File: config.mk
export PLATFORM = sky130hd
export DESIGN_NAME = jk_q_monitor
export DESIGN_NICKNAME = d
export VERILOG_FILES = /design/src/rtl/jk_q_monitor.sv
export SDC_FILE = /design/constraint.sdc
export NUM_CORES = 1
export LEC_CHECK = 0
export ABC_CLOCK_PERIOD_IN_PS = 3100
export CAP_MARGIN = 5
export CORE_MARGIN = 4
export CORE_UTILIZATION = 55
export DETAILED_ROUTE_END_ITERATION = 7
export HOLD_SLACK_MARGIN = 0.02
export PLACE_DENSITY = 0.83
export SLEW_MARGIN = 20
export SYNTH_ARGS = -nofsm -noshare
export SYNTH_HDL_FRONTEND = slang
export SYNTH_SLANG_ARGS = --single-unit
File: constraint.sdc
create_clock -name clk -period 3.1 [get_ports clk]
set_input_delay 0.465 -clock clk [delete_from_list [all_inputs] [get_ports clk]]
set_output_delay 0.465 -clock clk [all_outputs]
set_load 0.05 [all_outputs]
File: src/rtl/jk_q_monitor.sv
// jk_q_monitor: observes the JK flip-flop output Q in its own clock domain.
// Detects rising/falling edges, counts them, and measures the length of each
// completed high/low run.  Completed runs are offered through a one-deep
// valid/ready output register; a run that cannot be stored sets a sticky
// overflow flag.
module jk_q_monitor #(
    parameter int CNT_W = 8,
    parameter int LEN_W = 8
) (
    input  logic             clk,
    input  logic             rst,
    input  logic             q_in,
    input  logic             en,
    input  logic             clr,
    output logic             rise_pulse,
    output logic             fall_pulse,
    output logic [CNT_W-1:0] edge_cnt,
    output logic [LEN_W-1:0] run_len,
    output logic             run_lvl,
    output logic             run_valid,
    input  logic             run_ready,
    output logic             overflow
);

    typedef enum logic {
        ST_IDLE    = 1'b0,
        ST_MEASURE = 1'b1
    } state_t;

    localparam logic [LEN_W-1:0] LEN_MAX = '1;

    // Run-length increment that sticks at the all-ones value instead of wrapping.
    function automatic logic [LEN_W-1:0] sat_inc(input logic [LEN_W-1:0] v);
        if (v == LEN_MAX) begin
            return v;
        end
        return v + LEN_W'(1);
    endfunction

    state_t           r_state;
    state_t           w_state_nxt;
    logic [LEN_W-1:0] r_run_cnt;
    logic [LEN_W-1:0] w_run_cnt_nxt;
    logic             r_q_d;
    logic             r_rise;
    logic             r_fall;
    logic [CNT_W-1:0] r_edge_cnt;
    logic [LEN_W-1:0] r_run_len;
    logic             r_run_lvl;
    logic             r_run_valid;
    logic             r_overflow;

    logic             w_edge;
    logic             w_xfer;
    logic             w_capture;
    logic             w_accept;
    logic             w_drop;

    // An edge only counts while the monitor is enabled; clr suppresses any
    // capture so that it wins over a simultaneous run completion.
    assign w_edge    = en & (q_in ^ r_q_d);
    assign w_xfer    = r_run_valid & run_ready;
    assign w_capture = (r_state == ST_MEASURE) & w_edge & ~clr;
    assign w_accept  = w_capture & (~r_run_valid | run_ready);
    assign w_drop    = w_capture & r_run_valid & ~run_ready;

    // Delayed copy of Q used for edge detection; runs even while disabled so
    // re-enabling never sees a stale level.
    always_ff @(posedge clk) begin
        if (rst) begin
            r_q_d <= 1'b0;
        end else begin
            r_q_d <= q_in;
        end
    end

    // FSM state and run-length counter registers.
    always_ff @(posedge clk) begin
        if (rst) begin
            r_state   <= ST_IDLE;
            r_run_cnt <= '0;
        end else begin
            r_state   <= w_state_nxt;
            r_run_cnt <= w_run_cnt_nxt;
        end
    end

    // Next-state logic: IDLE waits for the first edge (whose preceding run has
    // unknown length), MEASURE counts cycles since the last edge.
    always_comb begin
        w_state_nxt   = r_state;
        w_run_cnt_nxt = r_run_cnt;
        if (clr || !en) begin
            w_state_nxt   = ST_IDLE;
            w_run_cnt_nxt = '0;
        end else begin
            unique case (r_state)
                ST_IDLE: begin
                    if (w_edge) begin
                        w_state_nxt   = ST_MEASURE;
                        w_run_cnt_nxt = LEN_W'(1);
                    end else begin
                        w_run_cnt_nxt = '0;
                    end
                end
                ST_MEASURE: begin
                    if (w_edge) begin
                        w_run_cnt_nxt = LEN_W'(1);
                    end else begin
                        w_run_cnt_nxt = sat_inc(r_run_cnt);
                    end
                end
                default: begin
                    w_state_nxt   = ST_IDLE;
                    w_run_cnt_nxt = '0;
                end
            endcase
        end
    end

    // Single-cycle edge pulses, direction given by the new level of Q.
    always_ff @(posedge clk) begin
        if (rst || clr) begin
            r_rise <= 1'b0;
            r_fall <= 1'b0;
        end else begin
            r_rise <= w_edge & q_in;
            r_fall <= w_edge & ~q_in;
        end
    end

    // Wrapping count of every detected edge.
    always_ff @(posedge clk) begin
        if (rst || clr) begin
            r_edge_cnt <= '0;
        end else if (w_edge) begin
            r_edge_cnt <= r_edge_cnt + CNT_W'(1);
        end
    end

    // One-deep output record: a capture replaces the record only when the slot
    // is free or being drained this cycle; otherwise the new run is lost and
    // overflow latches.  Held data never changes while stalled.
    always_ff @(posedge clk) begin
        if (rst) begin
            r_run_len   <= '0;
            r_run_lvl   <= 1'b0;
            r_run_valid <= 1'b0;
            r_overflow  <= 1'b0;
        end else if (clr) begin
            r_run_valid <= 1'b0;
            r_overflow  <= 1'b0;
        end else begin
            if (w_accept) begin
                r_run_valid <= 1'b1;
                r_run_len   <= r_run_cnt;
                r_run_lvl   <= r_q_d;
            end else if (w_xfer) begin
                r_run_valid <= 1'b0;
            end
            if (w_drop) begin
                r_overflow <= 1'b1;
            end
        end
    end

    assign rise_pulse = r_rise;
    assign fall_pulse = r_fall;
    assign edge_cnt   = r_edge_cnt;
    assign run_len    = r_run_len;
    assign run_lvl    = r_run_lvl;
    assign run_valid  = r_run_valid;
    assign overflow   = r_overflow;

endmodule
==> results of run 1 <==
==> per-stage QoR <==
step	hold WS (ps)	instance area (sq um)
after floorplan	477	1450
after global placement	458	1730
after detailed placement	463	1730
after CTS	483	1780
after global routing	509	1780
final	484	1780
==> placed cells by master, fill, tap and decap left out, types with 5 or more instances in the layout <==
cell type and instances:
dfxtp_1 31, clkdlybuf4s50_1 26, nand2b_1 19, mux2i_1 12
a21oi_1 12, nand2_1 8, nand3_1 6, nor2_1 5
clkbuf_4 5
==> logic make-up (layout without fill, tap and decap cells) <==
group / count (synthesis) / after routing / synth area share
AOI/OAI and AO/OA: 28 / 28 / 0.124
xor gates and xnor gates: 2 / 2 / 0.0121
adders and majority gates: 2 / 2 / 0.0173
buffers and inverters: 12 / 40 / 0.0397
DFF: 31 / 31 / 0.428
muxes: 12 / 12 / 0.0828
and+or+nand+nor: 71 / 71 / 0.296
==> layout make-up <==
class                      instances  area [sq um]
clock buffer                       7          45.0
clock inverter                     1          5.00
fill                             200           719
inverter                           3          11.3
multi-input combinational        115           778
sequential                        31           621
tap                               30          37.5
timing repair buffer              29           283
==> metal layers <==
| layer | vias up | global-route usage | wire length [um] |
|---|---|---|---|
| li1 | 634 | - | - |
| met1 | 582 | 0.258 | 1450 |
| met2 | 31 | 0.304 | 1370 |
| met3 | 6 | 0.0675 | 184 |
| met4 | 0 | 0.0841 | 50 |
| met5 | - | 0 | 0 |
==> power by group through the flow <==
stage	logic [mW]	registers, mW	clock network [mW]
global route	0.0529	0.405	0.244
floorplan	0.0287	0.417	0
finish	0.0490	0.404	0.217
detailed placement	0.0480	0.414	0
CTS	0.0482	0.404	0.225
global placement	0.0467	0.413	0
==> tightest hold or removal path, cell delays in order (launching register included) <==
cell and delay, ps:
dfxtp_1 320, nand2b_1 70, mux2i_1 60
==> path summary, 6_finish.rpt <==
path / startpoint / endpoint / slack (ps) / depth (start not counted)
setup / recovery: edge_cnt[3] / edge_cnt[3] / 990 / 1
hold / removal: run_len[1] / run_len[1] / 480 / 2
setup reg to reg: r_q_d / r_run_cnt[7] / 1370 / 4
hold reg to reg: run_len[1] / run_len[1] / 480 / 2
==> results.md, run 1 <==
- Global-route wire length before repair: about 5300 um
- Worst-Margin Slew: 719 ps
- Sw power: roughly 160 uW
- Netlist cell types: 37
- Internal: 509 uW
- Gr ovfl total: 0
- Crit end category: output port
- Final slew viol count: 0
- GPL Wtd Cong: approximately 0.80
- Sw frac: 0.241
- GRT Overall Usage: 0.200
- Port Buffers: 26
- Synthesis warning total: 0
- Vias in the first global route: 1217
- Vias: 1253
- Synth cell count leaders: dfxtp_1, nand2b_1, a21oi_1, mux2i_1, nand2_1
- Pwr/cell area: between 300 and 400 nW/um^2
- # rows: 18
- Crit Path Class: reg -> out
- Wire length per cell: between 10 and 15 um
- Crit path cell chain: clkdlybuf4s50_1
- Largest net degree at the start of global routing: 25
- Synth top area cells: dfxtp_1, mux2i_1, nand2b_1, a21oi_1, nand3_1
- Arr. time, crit path: approximately 1600 ps
- Layout Nets: 193
- Crit path max-delay cell type: clkdlybuf4s50_1
- Crit-path max cell delay: roughly 860 ps
- Most used DFF post-synth: dfxtp_1
- CP top delay family: buffers and inverters
- Tcrit/Tclk final: 0.680
- Share of cells above drive strength 1: 0.0806
- TritonCTS Buffers: 5
- Power share of the combinational group: 0.073
- Number of synthesized flops with an enable pin: 0
- Count leader, synth: dfxtp_1
- DR pass1 iterations: 4
- Layout Cells excl Fill: between 200 and 250
- Setup Buffers After CTS: 0
- Clock share of power: 0.324
- Setup TNS: 0 ps
- Cts hold-fix bufs: 0
- Yosys reg bits: 31
- H-tree Lvls: 2
- Seq/Total Area, Yosys: 0.428
- Iteration-0 DRC Markers: 41
- Buf/Inv on CP: 1
- Worst EP required: 2630 ps
- Post-synth top area cell: dfxtp_1
- CTS clk-pin slew, worst paths: about 90 ps
- Mapped cell area: around 1500 sq um
- DIE WIDTH: just under 60 um
- Hold crit path type: reg -> reg
- Worst setup SP type: register
- Slew headroom: 0.517
- WL final: approximately 3100 um
- CTS tree: yes
- Final hold vios: 0
- Final setup violation count: 0
- Starting density of the core: 0.580
- Mapped Avg Cell Area: a little over 9 sq um
- Worst skew pair latency: 330 ps
- Initial antenna violation count: 0
- Post-route ant nets: 0
- Tmin final: about 2100 ps
- Die Area: 3520 sq um
- DIE HEIGHT: about 59 um
- Mapped Nets: approximately 170
- Max VDD drop: 0.330 mV
- Skew final: about 3.3 ps
- Clock Sinks: 31
- Vias/cell: about 5.8
- Detailed Place HPWL: between 2000 and 2500 um
- Synth top area share: 0.428
- Final core area utilization: 0.712
- Design Power: about 670 uW
- N_diodes: 0
- Final WS setup: 993 ps
- IO Pins: 27
- CTS root buf: clkbuf_4
- Lkg Pwr: ~0.55 nW
- CTS Buffer Depth: 2
- MaxCap Viol Count: 0
- Remaining DRCs: 0
- Crit path max fanout: 7
- Async set-reset flop share out of synthesis: 0
- Status: complete, no violations
- # resized after CTS: 0
- Core footprint: between 2000 and 2500 sq um
- Max Clk Rate: between 0.4 and 0.5 GHz
- Sequential cell fraction of total power: 0.603
- Pre-CTS setup slack: between 700 and 800 ps
- Syn Inst Count: approximately 160
- Area grow syn2layout: 22.8%
- Placed Cells: about 210
- RSZ-0062 raised after global routing: no
Note: power is estimated with default switching activity, not from simulation.
==> run 2: changes to the inputs <==
--- a/config.mk
+++ b/config.mk
@@ -5,13 +5,13 @@
 export SDC_FILE = /design/constraint.sdc
 export NUM_CORES = 1
 export LEC_CHECK = 0
-export ABC_CLOCK_PERIOD_IN_PS = 3100
+export ABC_CLOCK_PERIOD_IN_PS = 1750
 export CAP_MARGIN = 5
 export CORE_MARGIN = 4
-export CORE_UTILIZATION = 55
+export CORE_UTILIZATION = 46
 export DETAILED_ROUTE_END_ITERATION = 7
 export HOLD_SLACK_MARGIN = 0.02
-export PLACE_DENSITY = 0.83
+export PLACE_DENSITY = 0.75
 export SLEW_MARGIN = 20
 export SYNTH_ARGS = -nofsm -noshare
 export SYNTH_HDL_FRONTEND = slang
==> constraint.sdc (replaced) <==
create_clock -name clk -period 1.75 [get_ports clk]
set_input_delay 0.2625 -clock clk [delete_from_list [all_inputs] [get_ports clk]]
set_output_delay 0.2625 -clock clk [all_outputs]
set_load 0.05 [all_outputs]
==> run 2 against run 1 <==
  * Power increased by 110%
  * Count of clock-buffer cells in the layout decreased by 1
  * Sequential share of layout area down 1.5 points
  * Clock skew up 9.3 ps
  * Flip-flop and latch count unchanged
  * Worst hold slack about the same
==> results.md, run 2 (synthesized netlist as in run 1, its figures left out) <==
- CTS root buf: clkbuf_4
- Max VDD drop: 0.506 mV
- Tmin final: roughly 1500 ps
- Crit-path most repeated cell: buf_4
- CP top delay family: flip-flops
- Slew headroom: 0.666
- Final core area utilization: 0.614
- Sequential cell fraction of total power: 0.507
- Sw frac: 0.221
- Clock Sinks: 31
- CTS tree: yes
- Setup TNS: 0 ps
- N_diodes: 0
- Hold crit path type: reg -> reg
- H-tree Lvls: 2
- Pwr/cell area: 758 nW/um^2
- Layout Nets: 202
- Skew final: 12.6 ps
- Core footprint: slightly above 3000 sq um
- Vias: between 1000 and 1500
- Final hold vios: 0
- Vias/cell: around 5.4
- Crit Path Class: reg -> reg
- Setup Buffers After CTS: 0
- Final slew viol count: 0
- Post-DP Area: about 1800 sq um
- Crit path max fanout: 9
- Leading cell types in the layout, fill and taps excluded: dfxtp_1, buf_4, nand2b_1, mux2i_1, a21oi_1
- Crit path cell chain: xnor2_1 > buf_4 > nor4_2 > buf_4 > mux2i_1
- Vias in the first global route: 1252
- Max Clk Rate: between 0.6 and 0.7 GHz
- TritonCTS Buffers: 5
- Final setup violation count: 0
- Detailed Place HPWL: about 2400 um
- CTS Buffer Depth: 2
- Cts hold-fix bufs: 0
- Global-route wire length before repair: roughly 5700 um
- Tcrit/Tclk final: 0.874
- DIE HEIGHT: roughly 64 um
- R2R Setup Slk: about 220 ps
- Worst skew pair latency: roughly 340 ps
- Port Buffers: 26
- DR pass1 iterations: 4
- Design Power: 1.41 mW
- Layout Cells excl Fill: approximately 240
- Iteration-0 DRC Markers: 50
- GPL Wtd Cong: between 0.8 and 0.9
- CTS clk-pin slew, worst paths: ~100 ps
- Initial antenna violation count: 0
- Final instance area: 1860 sq um
- WL final: roughly 3200 um
- DIE WIDTH: roughly 64 um
- Worst setup SP type: register
- Arr. time, crit path: around 1800 ps
- Placed Cells: ~230
- Filler cell count: between 200 and 300
- Gr ovfl total: 0
- Crit path max-delay cell type: dfxtp_1
- Starting density of the core: 0.479
- RSZ-0062 raised after global routing: no
- Die Area: around 4000 sq um
- Wire length per cell: around 13 um
- Largest net degree at the start of global routing: 23
- Worst EP required: approximately 2000 ps
- Lkg Pwr: approximately 0.7 nW
- Internal: between 1 and 1.5 mW
- IO Pins: 27
- Clock share of power: 0.416
- Remaining DRCs: 0
- Crit end category: register
- Area grow syn2layout: 28.2%
- Worst-Margin Slew: around 490 ps
- # rows: 20
- Crit-path max cell delay: 430 ps
- Sw power: roughly 310 uW
- Post-route ant nets: 0
- Share of cells above drive strength 1: 0.231
- Power share of the combinational group: 0.077
- MaxCap Viol Count: 0
- Status: complete, no violations
- Buf/Inv on CP: 2
- GRT Overall Usage: 0.176
==> run 2: tightest hold or removal path: stages (launching register included) <==
cell      delay [ps]
dfxtp_1          320
nand2b_1          70
mux2i_1           60
==> run 2: final timing paths <==
| path | start | to | cells past startpoint |
|---|---|---|---|
| max | r_q_d | run_len[7] | 5 |
| min | run_lvl | run_lvl | 2 |
| max reg2reg | r_q_d | run_len[7] | 5 |
| min reg2reg | run_lvl | run_lvl | 2 |
==> run 2: final cells by class <==
| cell class | count | area, sq um | share of cell area |
|---|---|---|---|
| Multi-Input combinational cell | 115 | 778 | 0.419 |
| Sequential cell | 31 | 621 | 0.334 |
| Timing Repair Buffer | 38 | 308 | 0.166 |
| Tap cell | 44 | 55.1 | 0.0296 |
| Clock buffer | 6 | 51.3 | 0.0276 |
| Clock inverter | 2 | 35.0 | 0.0188 |
| Inverter | 3 | 11.3 | 0.00606 |
==> run 2: layer usage <==
metal	GRT usage	share of wire
met1	0.212	0.45
met2	0.286	0.48
met3	0.0562	0.051
met4	0.0739	0.022
met5	0	0
==> run 2: power by group through the flow <==
| stage | registers (mW) | clock network [mW] | logic [mW] |
|---|---|---|---|
| global route | 0.717 | 0.641 | 0.117 |
| finish | 0.715 | 0.587 | 0.108 |
| detailed placement | 0.732 | 0 | 0.107 |
| CTS | 0.716 | 0.599 | 0.108 |
| floorplan | 0.739 | 0 | 0.0508 |
| global placement | 0.731 | 0 | 0.104 |
==> run 2: through the flow <==
stage / hold slack (ps) / worst slack (ps)
after floorplan: 339 / 95.6
after global placement: 459 / -36.3
after detailed placement: 469 / -142
after CTS: 488 / 13.5
after global routing: 512 / 116
final: 484 / 221
==> run 2: timing repair <==
action | in CTS | in global routing
endpoints found under the hold margin | 0 | 0
resized for setup | 0 | 2
endpoints found under the setup margin | 0 | 2
==> run 3: changes to the inputs <==
--- a/config.mk
+++ b/config.mk
@@ -12,7 +12,8 @@
 export DETAILED_ROUTE_END_ITERATION = 7
 export HOLD_SLACK_MARGIN = 0.02
 export PLACE_DENSITY = 0.75
-export SLEW_MARGIN = 20
+export SKIP_CTS_REPAIR_TIMING = 1
+export SLEW_MARGIN = 30
 export SYNTH_ARGS = -nofsm -noshare
 export SYNTH_HDL_FRONTEND = slang
 export SYNTH_SLANG_ARGS = --single-unit
==> results of run 3 <==
The final DEF is identical to that of run 2; final timing and power are the same.
